**config.mk**
```make
export PLATFORM = sky130hd
export DESIGN_NAME = wb_pack_engine
export DESIGN_NICKNAME = d
export VERILOG_FILES = /design/src/rtl/wb_pack_engine_pkg.sv /design/src/rtl/wb_sat_relu.sv /design/src/rtl/wb_pack_engine.sv
export SDC_FILE = /design/constraint.sdc
export NUM_CORES = 1
export LEC_CHECK = 0
export ABC_AREA = 1
export BUFFER_PORTS_ARGS = -buffer_cell sky130_fd_sc_hd__buf_4
export CAP_MARGIN = 20
export CORE_MARGIN = 3
export CORE_UTILIZATION = 35
export DETAILED_ROUTE_END_ITERATION = 10
export SETUP_SLACK_MARGIN = 0.05
export SLEW_MARGIN = 10
export SYNTH_ARGS = -nofsm -noshare
export SYNTH_HDL_FRONTEND = slang
export SYNTH_SLANG_ARGS = --single-unit
```
**constraint.sdc**
```tcl
create_clock -name clk -period 5.85 [get_ports clk]
set_clock_uncertainty 0.2 [all_clocks]
set_input_delay 1.17 -clock clk [delete_from_list [all_inputs] [get_ports clk]]
set_output_delay 1.17 -clock clk [all_outputs]
set_load 0.05 [all_outputs]
```
**src/rtl/wb_pack_engine_pkg.sv**
```systemverilog
// Shared types and helpers for the activation writeback engine.
// Reset level, FSM encoding and adder-tree width rule.
package wb_pack_engine_pkg;

  localparam logic RST_ACT = 1'b0;

  typedef enum logic [2:0] {
    S_IDLE,
    S_RUN,
    S_DRAIN,
    S_FLUSH_WR,
    S_DONE
  } state_t;

  function automatic int sum_w(input int in_w, input int terms);
    return in_w + $clog2(terms);
  endfunction

endpackage

```
**src/rtl/wb_sat_relu.sv**
```systemverilog
// Combinational ReLU followed by signed saturation to OUT_W bits.
// One instance per lane sits between the adder tree and the packer.
module wb_sat_relu
  import wb_pack_engine_pkg::*;
#(
  parameter int IN_W  = 13,
  parameter int OUT_W = 8
) (
  input  logic signed [IN_W-1:0] x,
  input  logic                   relu_en,
  output logic [OUT_W-1:0]       y
);

  localparam logic signed [IN_W-1:0] MAXV = IN_W'(2**(OUT_W-1) - 1);
  localparam logic signed [IN_W-1:0] MINV = ~MAXV;

  logic signed [IN_W-1:0] v;

  always_comb begin
    v = (relu_en && x[IN_W-1]) ? '0 : x;
    if (v > MAXV) begin
      y = MAXV[OUT_W-1:0];
    end else if (v < MINV) begin
      y = MINV[OUT_W-1:0];
    end else begin
      y = v[OUT_W-1:0];
    end
  end

endmodule

```
**src/rtl/wb_pack_engine.sv**
```systemverilog
// Multi-lane writeback: adder tree, ReLU/saturate, byte packer and
// BRAM word writer with run/flush control.
module wb_pack_engine
  import wb_pack_engine_pkg::*;
#(
  parameter int NUM_LANES   = 2,
  parameter int NUM_TERMS   = 5,
  parameter int IN_W        = 10,
  parameter int OUT_W       = 8,
  parameter int WORD_W      = 64,
  parameter int ADDR_W      = 12,
  parameter int LANE_STRIDE = 128
) (
  input  logic                           clk,
  input  logic                           rst,
  input  logic                           start,
  input  logic [ADDR_W-1:0]              base_addr,
  input  logic                           relu_en,
  input  logic                           in_valid,
  output logic                           in_ready,
  input  logic [NUM_LANES*NUM_TERMS*IN_W-1:0] sum_in,
  input  logic                           flush,
  output logic                           we,
  output logic [NUM_LANES*ADDR_W-1:0]    addr,
  output logic [NUM_LANES*WORD_W-1:0]    din,
  output logic                           done,
  output logic [ADDR_W-1:0]              word_cnt
);

  localparam int BPW    = WORD_W / OUT_W;
  localparam int SW     = sum_w(IN_W, NUM_TERMS);
  localparam int SLOT_W = $clog2(BPW);
  localparam logic [SLOT_W-1:0] LAST = SLOT_W'(BPW - 1);

  state_t state, state_nxt;
  logic   drain_cnt;
  logic   hs, go, s1_valid, full, relu_q, wr_part;
  logic [ADDR_W-1:0]           base_q;
  logic [SLOT_W-1:0]           slot_cnt;
  logic [NUM_LANES*SW-1:0]     s1_d, s1_q;
  logic [NUM_LANES*WORD_W-1:0] pack_d, pack_q;

  assign hs      = in_valid & in_ready;
  assign go      = (state == S_IDLE) & start;
  assign wr_part = (state == S_FLUSH_WR) && (slot_cnt != '0);

  always_ff @(posedge clk) begin
    if (rst == RST_ACT) begin
      state     <= S_IDLE;
      drain_cnt <= 1'b0;
    end else begin
      state     <= state_nxt;
      drain_cnt <= (state == S_DRAIN) ? ~drain_cnt : 1'b0;
    end
  end

  always_comb begin
    state_nxt = state;
    in_ready  = 1'b0;
    unique case (state)
      S_IDLE:     if (start) state_nxt = S_RUN;
      S_RUN: begin
        in_ready = 1'b1;
        if (flush) state_nxt = S_DRAIN;
      end
      S_DRAIN:    if (drain_cnt) state_nxt = S_FLUSH_WR;
      S_FLUSH_WR: state_nxt = S_DONE;
      S_DONE:     state_nxt = S_IDLE;
      default:    state_nxt = S_IDLE;
    endcase
  end

  for (genvar l = 0; l < NUM_LANES; l++) begin : g_lane
    logic signed [SW-1:0] acc;
    logic [OUT_W-1:0]     res;
    logic [WORD_W-1:0]    word;

    always_comb begin
      acc = '0;
      for (int t = 0; t < NUM_TERMS; t++) begin
        acc = acc + SW'($signed(sum_in[(l*NUM_TERMS+t)*IN_W +: IN_W]));
      end
    end

    assign s1_d[l*SW +: SW] = acc;

    wb_sat_relu #(.IN_W(SW), .OUT_W(OUT_W)) u_sat (
      .x       (s1_q[l*SW +: SW]),
      .relu_en (relu_q),
      .y       (res)
    );

    // Slot 0 starts a fresh word, so a completed word never leaks forward.
    always_comb begin
      word = (slot_cnt == '0) ? '0 : pack_q[l*WORD_W +: WORD_W];
      word[(BPW-1-int'(slot_cnt))*OUT_W +: OUT_W] = res;
    end

    assign pack_d[l*WORD_W +: WORD_W] = word;
  end

  always_ff @(posedge clk) begin
    if (rst == RST_ACT) begin
      we       <= 1'b0;
      done     <= 1'b0;
      addr     <= '0;
      din      <= '0;
      word_cnt <= '0;
      s1_valid <= 1'b0;
      s1_q     <= '0;
      pack_q   <= '0;
      slot_cnt <= '0;
      full     <= 1'b0;
      relu_q   <= 1'b0;
      base_q   <= '0;
    end else begin
      we       <= 1'b0;
      done     <= (state == S_DONE);
      s1_valid <= hs;
      full     <= s1_valid && (slot_cnt == LAST);
      if (hs) s1_q <= s1_d;
      if (s1_valid) begin
        pack_q   <= pack_d;
        slot_cnt <= (slot_cnt == LAST) ? '0 : slot_cnt + SLOT_W'(1);
      end
      if (full || wr_part) begin
        we       <= 1'b1;
        din      <= pack_q;
        word_cnt <= word_cnt + ADDR_W'(1);
        for (int k = 0; k < NUM_LANES; k++) begin
          addr[k*ADDR_W +: ADDR_W] <=
            base_q + ADDR_W'(k*LANE_STRIDE) + word_cnt;
        end
      end
      if (state == S_FLUSH_WR) begin
        slot_cnt <= '0;
        pack_q   <= '0;
      end
      if (go) begin
        base_q   <= base_addr;
        relu_q   <= relu_en;
        word_cnt <= '0;
        slot_cnt <= '0;
        pack_q   <= '0;
      end
    end
  end

endmodule

```
==> results of run 1 <==
-- synth_stat cells, drive strengths merged, types with 2 or more instances --
cell | number | share of area (%)
nand3b | 4 | 0.18
a21oi | 204 | 6.0
nor3 | 10 | 0.48
nand3 | 97 | 3.0
a31oi | 2 | 0.073
ha | 52 | 3.8
o211ai | 2 | 0.088
xnor2 | 6 | 0.31
nand2 | 400 | 8.8
or2 | 4 | 0.15
nand4 | 104 | 3.8
inv | 321 | 7.0
fa | 74 | 8.6
buf | 60 | 2.1
xor2 | 10 | 0.51
nor2 | 367 | 8.3
a21o | 7 | 0.31
dfxtp | 340 | 40
o21ai | 186 | 5.4
clkbuf | 55 | 1.2
-- logic make-up after synthesis --
kind of cell | after synthesis | share of synthesized area (%)
AOI/OAI and AO/OA | 402 | 11.9
buffers and inverters | 437 | 10.3
adders and majority gates | 126 | 12.4
and+or+nand+nor | 987 | 24.8
xor gates and xnor gates | 16 | 0.818
DFF | 340 | 39.7
-- layout by cell type, fill, tap and decap left out, types with 3 or more instances in the layout --
cell type and n:
inv_2 5, o21ai_1 3, clkbuf_8 6, nor2_2 12
nor2_4 3, clkbuf_1 8, fa_1 74, buf_4 294
ha_1 52, xor2_1 10, nand2_1 396, xnor2_1 6
nor3_1 6, inv_1 314, a21o_1 7, nor2_1 352
clkbuf_16 37, a21oi_1 204, clkinv_2 9, o21ai_0 183
or2_2 4, nand3_1 94, nand4_1 104, nand3b_1 4
dfxtp_1 340
-- per-stage QoR --
step | std cells | total power [µW] | util [%] | worst slack (ps)
2_1_floorplan | 2308 | 4090 | - | 1630
3_3_place_gp | 3101 | 4830 | 40.7 | 1370
3_5_place_dp | 3103 | 4870 | 40.7 | 1330
4_1_cts | 3168 | 7170 | 43.2 | 1890
5_1_grt | 3170 | 7580 | 43.3 | 1630
6_report | 3170 | 7110 | 43.3 | 1890
-- per-layer routing --
metal	GRT usage [%]	routed length, µm	up-vias
met1	25.8	23200	7323
met3	3.46	3130	69
met2	30.3	22100	449
li1	-	-	7802
met5	0	0	-
met4	5.51	1260	0
-- critical path, delay by kind of cell --
| kind | cells | cell delay [ps] |
|---|---|---|
| buffers and inverters | 6 | 400 |
| and+or+nand+nor | 5 | 410 |
| AOI/OAI and AO/OA | 1 | 180 |
| adders and majority gates | 5 | 2080 |
-- power breakdown --
| part | switching (µW) | internal, µW |
|---|---|---|
| registers | 63.4 | 2410 |
| logic | 1690 | 676 |
| clock network | 973 | 1300 |
-- final timing paths --
check | from | to | slack (ps) | depth (start not counted)
worst min-delay path | base_q[0] | base_q[0] | 250 | 2
worst max-delay path | sum_in[51] | s1_q[22] | 1890 | 17
worst max register to register | slot_cnt[0] | pack_q[86] | 2420 | 9
worst min register to register | base_q[0] | base_q[0] | 250 | 2
-- state kept, by name, summed over array words and instances, names as in the netlist --
| signal | flops |
|---|---|
| word_cnt | 12 |
| done | 1 |
| din | 128 |
| addr | 22 |
| we | 1 |
| slot_cnt | 3 |
| drain_cnt | 1 |
| state | 3 |
| relu_q | 1 |
| s1_valid | 1 |
| s1_q | 26 |
| pack_q | 128 |
| full | 1 |
| base_q | 12 |
-- final cells by class --
cell class,instances,area share [%]
clock buffer,51,4.99
clock inverter,14,0.728
inverter,322,5.83
multi-input combinational,1531,41.2
sequential,340,32.7
tap,615,3.70
timing repair buffer,297,10.9
==> out/qor.csv, run 1 <==
metric;value;unit
fin_crit;3960;ps
maxClockFrequency;252;MHz
multiInputGateArea;8570;µm²
core_area;48000;µm²
final_area;20800;µm²
final-seq-area;6810;µm²
wl_per_cell;15.7;µm
drive_gt1_share;15.3;%
slew_viol_final;0;
antenna_cells;0;
synth_nets;2552;
post_cts_resized;0;
drc;0;
hold_path.class;reg2reg;
num-fill-cells;4903;
io_pins;285;
period_share;67.7;%
cts_made_buffers;37;
synth-seq-cells;340;
fin_nets;2773;
path_clk_slew;60;ps
clock_path_buffers;3;
crit_arrival;4240;ps
routed_wirelength;49700;µm
grt_antenna_before_repair;0;
syn_area_per_cell;7.42;µm²
critPathMaxStageDelay;560;ps
power_density;342;nW/µm²
critPathSlowestCell;fa_1;
async_flop_share;0;%
syn_inst;2308;
netlist_area;17100;µm²
crit_fanout;4;
fin_setup_tns;0;ps
io_buffers;284;
timing.hold.ws;252;ps
initial_core_util;35.7;%
irDropWorstVdd;360;µV
worst_slew_pin_slew;935;ps
ctsHtreeMaxLevel;2;
insertion_delay;540;ps
crit_type;in2reg;
slew_headroom;37.6;%
grt_overflow;0;
ys_warn_count;0;
cap_violations;0;
grt_pass1_vias;15000;
synth_flop_cell;dfxtp_1;
ant_nets;0;
synth_edf_count;0;
area_delta_synth_final;21.4;%
outcome;finished clean;
placed_area;19600;µm²
die_area;51600;µm²
dr_total_vias;15600;
grt_max_degree;129;
post-dp-hpwl;35100;µm
path_common_cell;inv_1;
crit_chain;buf_4, inv_1, fa_1, fa_1, fa_1, inv_1, ha_1, inv_1, fa_1, inv_1, nand3_1, nand3_1, nand2_1, a21o_1, nand3_1, nand2_1, inv_1;
cts_tree;yes;
num_rows;80;
cts_sinks;340;
gr-usage-all-layers;18.8;%
die_w;227;µm
yosysUniqueCellTypes;34;
die_h;227;µm
seq_area_frac_synth;39.7;%
end_kind;flop;
firstDrtPassIters;6;
viasPerCell;4.93;
rsz0062_at_grt;no;
drt_iter0_markers;1038;
cts_setup_buffers;0;
hold_viol;0;
clock-root-buffer;clkbuf_16;
critPathLaunchType;input port;
grt_first_pass_wirelength;78200;µm
crit_required;6130;ps
hold_buffers;0;
gp_congestion;0.845;
setup_viol;0;
leakagePower;0.00989;µW
No activity file was read; power rests on OpenSTA's default activity.
==> inputs of run 2 (changes only) <==
==> constraint.sdc (replaced) <==
create_clock -name clk -period 3.5 [get_ports clk]
set_clock_uncertainty 0.2 [all_clocks]
set_input_delay 0.7 -clock clk [delete_from_list [all_inputs] [get_ports clk]]
set_output_delay 0.7 -clock clk [all_outputs]
set_load 0.05 [all_outputs]
==> run 2 against run 1 <==
Effect of this change:
- core utilization increased by 1.6 points
- setup slack got worse by 1700 ps
- die area unchanged
- critical path depth unchanged
- sequential share of layout area decreased by 1.2 points
- sequential power increased by 67%
- global-route usage increased by 0.31 points
- final cell count increased by 1.3%
- first-iteration DRC count decreased by 9.3%
- clock power increased by 75%
- critical endpoint unchanged
==> out/qor.csv, run 2 (same netlist as run 1, synthesis figures left out) <==
metric;value;unit;change
drive_gt1_share;19.6;%;+4.3 points
slew_headroom;40.7;%;+3.1 points
period_share;96.0;%;
maxClockFrequency;298;MHz;
critPathTopFamily;adder cells;;
crit_chain;buf_4, inv_8, fa_1, inv_1, fa_1, inv_1, fa_2, buf_4, fa_2, inv_2, nand3_2, nand3_2, nand2_1, a21o_1, nand3_1, nand2_1, inv_1;;
grt_pass1_vias;15300;;+1.7%
num_rows;80;;unchanged
critPathSlowestCell;fa_1;;
power_density;592;nW/µm²;+73%
antenna_cells;0;;unchanged
die_area;51600;µm²;unchanged
gr-usage-all-layers;19.1;%;+0.31 points
clock_path_buffers;3;;unchanged
cts_sinks;340;;unchanged
critPathLaunchType;input port;;
ant_nets;0;;unchanged
instances_no_fill;3212;;+1.3%
end_kind;flop;;
hold_buffers;0;;unchanged
clock-root-buffer;clkbuf_16;;
gp_congestion;0.836;;-1.1%
placed_area;20200;µm²;+3.4%
worstHoldStart;base_q[0];;
slew_viol_final;0;;unchanged
cap_violations;0;;unchanged
path_depth;17;;unchanged
io_pins;285;;unchanged
firstDrtPassIters;5;;-1
ctsHtreeMaxLevel;2;;unchanged
multiInputGateArea;8930;µm²;+4.2%
grt_antenna_before_repair;0;;unchanged
min_path_cells;2;;unchanged
insertion_delay;540;ps;about the same
worstSetupStartpoint;sum_in[52];;
r2r-start;slot_cnt[0];;
drt_iter0_markers;941;;-9.3%
grt_max_degree;181;;+40%
critPathMaxStageDelay;530;ps;-30 ps
path_clk_slew;60;ps;about the same
core_area;48000;µm²;unchanged
fin_crit;3360;ps;
cts_made_buffers;38;;+2.7%
crit_required;3770;ps;-2360 ps
setup_viol;0;;unchanged
hold_viol;0;;unchanged
outcome;finished clean;;
die_w;227;µm;unchanged
final_common_cell;nand2_1;;
final-seq-area;6810;µm²;unchanged
cts_tree;yes;;
die_h;227;µm;unchanged
grt_first_pass_wirelength;79400;µm;+1.5%
grt_overflow;0;;unchanged
worst_slew_pin_slew;889;ps;-45.7 ps
irDropWorstVdd;392;µV;+8.8%
crit_fanout;3;;-1
mostFrequentLayoutCells;nand2_1 (386), nor2_1 (344), dfxtp_1 (340);;
num-fill-cells;4866;;-0.75%
initial_core_util;35.7;%;unchanged
reg.largest.list;din (128), pack_q (128), s1_q (26);;
path_buf_inv;7;;+1
wl_per_cell;15.6;µm;-0.31%
area_delta_synth_final;26.0;%;
leakagePower;0.0102;µW;+2.7%
crit_arrival;3630;ps;-610 ps
post-place-cells;3139;;+1.2%
crit_type;in2reg;;
final_area;21600;µm²;+3.8%
fin_nets;2812;;+1.4%
reg2reg_depth;9;;unchanged
io_buffers;284;;unchanged
viasPerCell;4.88;;-1.1%
rsz0062_at_grt;yes;;
path_common_cell;inv_1;;
dr_total_vias;15700;;+0.18%
routed_wirelength;50200;µm;+1.0%
drc;0;;unchanged
hold_path.class;reg2reg;;
post-dp-hpwl;35600;µm;+1.5%
==> run 2: power breakdown <==
| group | internal, µW | total (µW) | leakage (µW) | switching [µW] |
|---|---|---|---|---|
| Sequential | 4030 | 4130 | 0.00274 | 105 |
| Combinational | 1640 | 4660 | 0.00679 | 3020 |
| Clock | 2370 | 4000 | 0.000624 | 1620 |
| Total | 8040 | 12800 | 0.0102 | 4750 |
==> run 2: cell type report <==
class,instances,area share (%)
Inverter,322,5.70
Multi-Input combinational cell,1531,41.3
Timing Repair Buffer,335,12.0
Clock inverter,15,0.707
Tap cell,615,3.56
Sequential cell,340,31.5
Clock buffer,54,5.15
==> run 2: final timing paths <==
path / endpoint / slack (ps)
worst max-delay path: s1_q[22] / 140
worst min-delay path: base_q[0] / 250
worst min register to register: base_q[0] / 250
worst max register to register: pack_q[101] / 600
==> run 2: per-layer routing <==
layer | vias to the layer above | part of all wire [%] | routed length (µm) | GRT usage [%]
li1 | 7869 | - | - | -
met1 | 7319 | 45 | 22700 | 25.4
met2 | 398 | 46 | 22900 | 31.3
met3 | 85 | 5.9 | 2980 | 3.65
met4 | 0 | 3.2 | 1600 | 6.40
met5 | - | 0 | 0 | 0
==> run 2: tightest hold or removal path: stages, from the launching register on <==
cell,delay [ps]
dfxtp_1,310
inv_1,50
a21oi_1,50
==> run 2: what timing repair did <==
item                       4_1_cts  5_1_grt
gates resized for setup          0        9
setup buffers                    0        2
setup endpoints to repair        0        4
==> run 2: stage by stage <==
stage	hold WS, ps	setup slack [ps]	util, %	setup TNS (ps)	power [µW]
floorplan	227	-104	-	-377	7230
global placement	245	-326	42.0	-4620	8780
detailed placement	248	-339	42.1	-5160	8840
CTS	229	220	44.7	0	12900
global route	279	40.9	44.9	0	13600
finish	252	140	44.9	0	12800
